==> src/rtl/countdown_timer.sv <==
// countdown_timer: loadable down-counting timer with one-shot or periodic expiry.
// A reload register holds the start value. Start copies it into count. RUN then
// subtracts DECR on each enabled cycle. Expiry raises a one-cycle expire pulse,
// then either parks in DONE until acknowledged (one-shot) or reloads (periodic).
`timescale 1ns/1ps

module countdown_timer #(
  parameter int WIDTH       = 5,
  parameter int DECR        = 1,
  parameter int AUTO_RELOAD = 0
) (
  input  logic             clk,
  input  logic             rst_n,
  input  logic             load,
  input  logic [WIDTH-1:0] data_in,
  input  logic             start,
  input  logic             en,
  input  logic             abort,
  input  logic             done_ack,
  output logic [WIDTH-1:0] count,
  output logic             busy,
  output logic             done,
  output logic             expire
);

  typedef enum logic [1:0] {
    ST_IDLE = 2'd0,
    ST_RUN  = 2'd1,
    ST_DONE = 2'd2
  } state_t;

  localparam logic [WIDTH-1:0] DECR_W = WIDTH'(DECR);
  localparam logic [WIDTH-1:0] ZERO_W = {WIDTH{1'b0}};
  localparam logic             AUTO_W = (AUTO_RELOAD != 0) ? 1'b1 : 1'b0;

  state_t           state_r;
  state_t           state_s;
  logic [WIDTH-1:0] count_r;
  logic [WIDTH-1:0] count_s;
  logic [WIDTH-1:0] reload_r;
  logic [WIDTH-1:0] reload_s;
  logic             expire_r;
  logic             expire_s;
  logic             busy_s;
  logic             done_s;

  // State register.
  always_ff @(posedge clk or negedge rst_n) begin
    if (!rst_n) begin
      state_r <= ST_IDLE;
    end else begin
      state_r <= state_s;
    end
  end

  // Datapath registers: count, reload value and the expire pulse.
  always_ff @(posedge clk or negedge rst_n) begin
    if (!rst_n) begin
      count_r  <= ZERO_W;
      reload_r <= ZERO_W;
      expire_r <= 1'b0;
    end else begin
      count_r  <= count_s;
      reload_r <= reload_s;
      expire_r <= expire_s;
    end
  end

  // Next-state and next-datapath logic. Priority is abort > load > start > decrement.
  always_comb begin
    state_s  = state_r;
    count_s  = count_r;
    reload_s = reload_r;
    expire_s = 1'b0;
    if (abort) begin
      // Abort clears the count but keeps the reload value for a later start.
      state_s = ST_IDLE;
      count_s = ZERO_W;
    end else if (load) begin
      // Load never changes state; a running countdown continues from the new value.
      reload_s = data_in;
      count_s  = data_in;
    end else begin
      case (state_r)
        ST_IDLE: begin
          if (start) begin
            if (reload_r == ZERO_W) begin
              // A zero reload expires immediately without entering RUN.
              expire_s = 1'b1;
              count_s  = ZERO_W;
              state_s  = AUTO_W ? ST_IDLE : ST_DONE;
            end else begin
              count_s = reload_r;
              state_s = ST_RUN;
            end
          end else begin
            state_s = ST_IDLE;
          end
        end
        ST_RUN: begin
          if (en) begin
            if (count_r > DECR_W) begin
              count_s = count_r - DECR_W;
            end else begin
              // Compare-guarded expiry: count saturates instead of wrapping.
              expire_s = 1'b1;
              if (!AUTO_W) begin
                count_s = ZERO_W;
                state_s = ST_DONE;
              end else if (reload_r == ZERO_W) begin
                count_s = ZERO_W;
                state_s = ST_IDLE;
              end else begin
                count_s = reload_r;
                state_s = ST_RUN;
              end
            end
          end else begin
            state_s = ST_RUN;
          end
        end
        ST_DONE: begin
          // Start is ignored here; acknowledge wins even if start is also high.
          count_s = ZERO_W;
          if (done_ack) begin
            state_s = ST_IDLE;
          end else begin
            state_s = ST_DONE;
          end
        end
        default: begin
          state_s = ST_IDLE;
          count_s = ZERO_W;
        end
      endcase
    end
  end

  // Output decode from the registered state.
  always_comb begin
    busy_s = 1'b0;
    done_s = 1'b0;
    case (state_r)
      ST_IDLE: begin
        busy_s = 1'b0;
        done_s = 1'b0;
      end
      ST_RUN: begin
        busy_s = 1'b1;
        done_s = 1'b0;
      end
      ST_DONE: begin
        busy_s = 1'b0;
        done_s = 1'b1;
      end
      default: begin
        busy_s = 1'b0;
        done_s = 1'b0;
      end
    endcase
  end

  assign count  = count_r;
  assign expire = expire_r;
  assign busy   = busy_s;
  assign done   = done_s;

endmodule

==> config.mk <==
export PLATFORM = sky130hd
export DESIGN_NAME = countdown_timer
export DESIGN_NICKNAME = d
export VERILOG_FILES = /design/src/rtl/countdown_timer.sv
export SDC_FILE = /design/constraint.sdc
export NUM_CORES = 1
export LEC_CHECK = 0
export ABC_AREA = 1
export CAP_MARGIN = 20
export CORE_ASPECT_RATIO = 1.25
export CORE_UTILIZATION = 41
export CTS_BUF_LIST = sky130_fd_sc_hd__clkbuf_16
export DETAILED_ROUTE_END_ITERATION = 8
export GPL_TIMING_DRIVEN = 0
export HOLD_SLACK_MARGIN = 0.02
export PLACE_DENSITY = 0.69
export SYNTH_ARGS = -nofsm -noshare
export SYNTH_HDL_FRONTEND = slang
export SYNTH_SLANG_ARGS = --single-unit
==> constraint.sdc <==
create_clock -name clk -period 1.21 [get_ports clk]
set_input_delay 0.242 -clock clk [delete_from_list [all_inputs] [get_ports clk]]
set_output_delay 0.242 -clock clk [all_outputs]
set_load 0.01 [all_outputs]
; Word level (Yosys, flattened, before mapping)
; Cells that the tools add are included.
[op_classes]
add_sub_neg = 1
order_cmp = 1
n_eq_ne = 6
muxes = 24
bitwise_logic = 1
n_reduce_logical = 5
[ops]
columns = cell, count
row1 = $mux W5, 6
row2 = $mux W2, 7
row3 = $ne A4 B4 Y1 const B, 3
row4 = $pmux W5 S2, 1
row5 = $mux W1, 8
row6 = $pmux W2 S3, 1
row7 = $reduce_and A2 Y1, 3
row8 = $gt A5 B1 Y1 const B, 1
row9 = $logic_not A5 Y1, 1
row10 = $sub A5 B1 Y5 const B, 1
row11 = $eq A2 B1 Y1 const B, 1
row12 = $eq A2 B2 Y1 const B, 1
row13 = $logic_not A2 Y1, 1
row14 = $ne A2 B1 Y1 const B, 1
row15 = $pmux W1 S2, 1
row16 = $not A1 Y1, 1
[totals]
register_bits = 13
inputBits = 12
output_inout_bits = 8
wordCells = 42

; Longest topological paths before layout
; Gate-level depths: netlist of run 1.
[depth]
depth_word = 6
mapped_depth = 9
ltp_nobuf = 9

; Worst setup path after synthesis of run 1
; OpenSTA, ideal clock, no wires.
[synth_path]
kind = register to register
from = reg count_r[1] (netlist: count[1])
to = reg count_r[3] (netlist: count[3])
setup_time_ns = 0.077
t_arrival_ns = 1.214
slack_ns = -0.081
stages_incl_launch_ff = 10
path_cell_list = dfrtp_1 inv_1 ha_1 inv_1 o21ai_0 nand2_1 nand3_1 nand2_1 nand2_1 a21oi_1
[synth_between]
elab_chain_len = 6
word_cells_on_any_way = 7
cone_classes = 1 x add/sub / 1 x order compare / 5 x mux
[synth_rtl]
columns = element, line
row1 = start: declaration, 38  ; logic [WIDTH-1:0] count_r;
row2 = start signal: assignment, 63  ; count_r <= count_s;
row3 = $sub A5 B1 Y5 or $gt A5 B1 Y1 (tied branches), "103, 102"
row4 = $mux W5 (*), 102  ; if (count_r > DECR_W) begin
row5 = $mux W5 (*), 101  ; if (en) begin
row6 = $pmux W5 S2 (*), 84  ; case (state_r)
row7 = $mux W5 (*), 79  ; end else if (load) begin
row8 = $mux W5 (*), 75  ; if (abort) begin
; Every way passes the cells marked *; elsewhere a longest branch is shown, timed or not. The select of a mux whose other input is x is not followed.
; A chain may end at the register's enable or synchronous reset.

; Worst setup path in the final report of run 1
[layout_path]
from = reg state_r[1]
to = reg count_r[1] (netlist: count[1])
[layout_between]
elab_chain_len = 4
word_cells_on_any_way = 8
cone_classes = 3 x eq/ne / 3 x mux / 2 x reduce/logical
[layout_rtl]
columns = element, line
row1 = start: declaration, 36  ; state_t state_r;
row2 = start signal: assignment, 52  ; state_r <= state_s;
row3 = $eq A2 B1 Y1 or $logic_not A2 Y1 (tied branches), 84
row4 = $pmux W5 S2, 84
row5 = $mux W5, 79
row6 = $mux W5, 75
; Parallel ways exist; a longest one is shown, timed or not.

==> qor.csv, run 1 <==
metric,value,unit
place_ws,-0.369,ns
crit_chain,"buf_6, nor2_4, buf_6, nand2_4, a21oi_4, inv_2, nor2_1, a21oi_1",
power_frac_comb,0.399,
drc,0,
fp.coreArea,1960,um2
synth_area,845,um2
skew,0.000605,ns
cp_data_arrival_time,1.51,ns
avgSynthCellArea,6.98,um2
grt_setup_unrepaired,true,
root_buffer,clkbuf_16,
antenna_found_initial,0,
globalplace.congestion,0.846,
synth_top_area_share,0.385,
critPathMaxStageDelay,0.40,ns
maxSlewViolCount,0,
first_pass_iters,4,
die_area,2250,um2
grtUsageTotal,0.220,
yosysWarnings,0,
fin_crit,1.38,ns
vias,947,
grt_overflow,0,
layout.nets,175,
vias_per_cell,5.26,
pwr-share-clk,0.317,
antenna_cells,0,
grt_pass1_vias,857,
wl_per_cell,13.3,um
cts_made_buffers,3,
numClockSinks,13,
endpoint_kind,flop,
fillCellCount,154,
crit_path_max_fanout,6,
ios,20,
power.net_switching,651,uW
synthTopCellsByArea,"dfrtp_1, nand2_1, a21oi_1",
instances_no_fill,180,
synth_fp_nets,135,
yosysUniqueCellTypes,22,
worstMarginPinSlew,0.617,ns
p_int,1300,uW
synth-seq-area-share,0.385,
drive_gt1_frac,0.363,
grt_max_degree,14,
syn_inst,121,
yosysTopAreaCell,dfrtp_1,
htree_num_levels,1,
p_leak,0.000681,uW
failed_checks,negative setup slack,
outcome,"finished, violations left",
critPathKind,flop to flop,
fin_util,0.704,
initial_core_util,0.431,
port_buffers,19,
clkLatencyLatePin,0.24,ns
dieWidth,42.6,um
start_kind,flop,
initialDrtViolationCount,25,
vdd.ir_drop.worst,1.13,mV
setup_viol,10,
ant_nets,0,
fmax,722,MHz
max-cap-violations,0,
slowest_stage,dfrtp_2,
cts_tree,done,
crit_top_cell,buf_6,
hold_ws,0.387,ns
period_share,1.14,
ys_ff_latch,13,
syn2layout_area_growth,63.4,%
fin_ws,-0.174,ns
hold_path.class,input port to asynchronous set/reset pin,
place_hpwl,1500,um
power_density,1420,nW/um2
sequentialPowerShare,0.284,
p_sw_frac,0.333,
row_count,18,
stdcell_area,1380,um2
clock_path_buffers,2,
grt_pass1_wl,3640,um
slew_headroom,0.587,
required,1.33,ns
hold_viol_final,0,
die_h,52.7,um
place_area,1070,um2
clk_pin_slew,0.04,ns
place_inst,160,
wl,2400,um
==> power groups by stage <==
stage	Sequential, uW	Combinational (uW)	Clock, uW
floorplan	573	319	0
finish	555	779	620
CTS	547	664	624
global placement	571	503	0
detailed placement	573	514	0
global route	562	853	641
==> per-stage QoR <==
step,TNS (ns),power [uW]
6_report,-1.40,1950
5_1_grt,-1.75,2060
4_1_cts,-1.23,1830
3_5_place_dp,-3.62,1090
3_3_place_gp,-3.51,1070
2_1_floorplan,-0.264,892
==> state kept, by name (all words and copies together), names as in the netlist <==
name,flops
count,5
reload_r,5
expire,1
state_r,2
==> cell families (layout without fill, tap and decap cells) <==
logic type / after synthesis / count (layout) / synth area share
compound gates: 20 / 20 / 0.138
xor+xnor: 1 / 1 / 0.0104
fa+ha+maj: 2 / 2 / 0.0296
buf+inv: 17 / 56 / 0.0770
flops: 13 / 13 / 0.385
simple gates: 68 / 68 / 0.360
==> what timing repair did <==
| action | 4_1_cts | 5_1_grt |
|---|---|---|
| gates resized for setup | 30 | 23 |
| setup buffers | 12 | 4 |
| hold buffers | 0 | 0 |
| pin swaps | 9 | 9 |
| endpoints found under the setup margin | 16 | 11 |
==> routing by layer <==
layer  GRT usage  share of wire  vias up
li1            -              -      466
met1       0.264           0.39      455
met2       0.382           0.56       21
met3      0.0310          0.029        5
met4       0.109          0.021        0
met5           0              0        -
==> synthesized netlist by cell type <==
library cell / number
nand3_1: 7
nand2_4: 2
xor2_1: 1
a21oi_4: 1
nor2_2: 2
o31ai_1: 1
nor2_1: 13
nor3_1: 1
a21oi_1: 10
o21ai_0: 2
nor2_4: 1
nand3b_1: 1
buf_2: 1
nand2_2: 2
nand2_1: 38
o21ai_1: 5
inv_1: 13
o21a_1: 1
dfrtp_1: 13
ha_1: 2
inv_2: 3
nand4_1: 1
==> layout by cell type, fill, tap and decap left out, drive strengths merged <==
| master | count |
|---|---|
| a21oi | 11 |
| buf | 19 |
| clkbuf | 4 |
| clkdlybuf4s15 | 1 |
| clkdlybuf4s50 | 11 |
| dfrtp | 13 |
| dlygate4sd2 | 4 |
| ha | 2 |
| inv | 17 |
| nand2 | 42 |
| nand3 | 7 |
| nand3b | 1 |
| nand4 | 1 |
| nor2 | 16 |
| nor3 | 1 |
| o21a | 1 |
| o21ai | 7 |
| o31ai | 1 |
| xor2 | 1 |
==> critical path: cells and delay by family, from the launching register on <==
family                 cells  cell delay [ns]
buffers and inverters      3             0.35
flip-flops                 1             0.40
AO/OA/AOI/OAI              2             0.25
AND/OR/NAND/NOR            3             0.25
==> final cells by class <==
| type | instances | area, um2 | area share |
|---|---|---|---|
| Inverter | 16 | 62.6 | 0.0453 |
| Clock inverter | 1 | 3.75 | 0.00272 |
| Multi-Input combinational cell | 91 | 562 | 0.407 |
| Tap cell | 20 | 25.0 | 0.0181 |
| Timing Repair Buffer | 35 | 315 | 0.228 |
| Clock buffer | 3 | 75.1 | 0.0544 |
| Sequential cell | 13 | 329 | 0.238 |
| Buffer | 1 | 7.51 | 0.00544 |
==> worst paths after layout <==
check | from | end | slack (ns) | cells past startpoint
max in group asynchronous | rst_n | state_r[0]$_DFFE_PN0P_ | 0.38 | 1
min reg2reg | reload_r[4]$_DFFE_PN0P_ | reload_r[4]$_DFFE_PN0P_ | 0.51 | 2
max reg2reg | state_r[1]$_DFFE_PN0P_ | count[1]$_DFFE_PN0P_ | -0.17 | 8
max | state_r[1]$_DFFE_PN0P_ | count[1]$_DFFE_PN0P_ | -0.17 | 8
min in group clk | reload_r[4]$_DFFE_PN0P_ | reload_r[4]$_DFFE_PN0P_ | 0.51 | 2
min | rst_n | expire$_DFF_PN0_ | 0.39 | 1
Note: power is estimated with default switching activity, not from simulation.
==> run 2: changes to the inputs <==
Settings changed: CAP_MARGIN 20 to default.
==> results of run 2 <==
The final DEF is identical to that of run 1; final timing and power are the same.
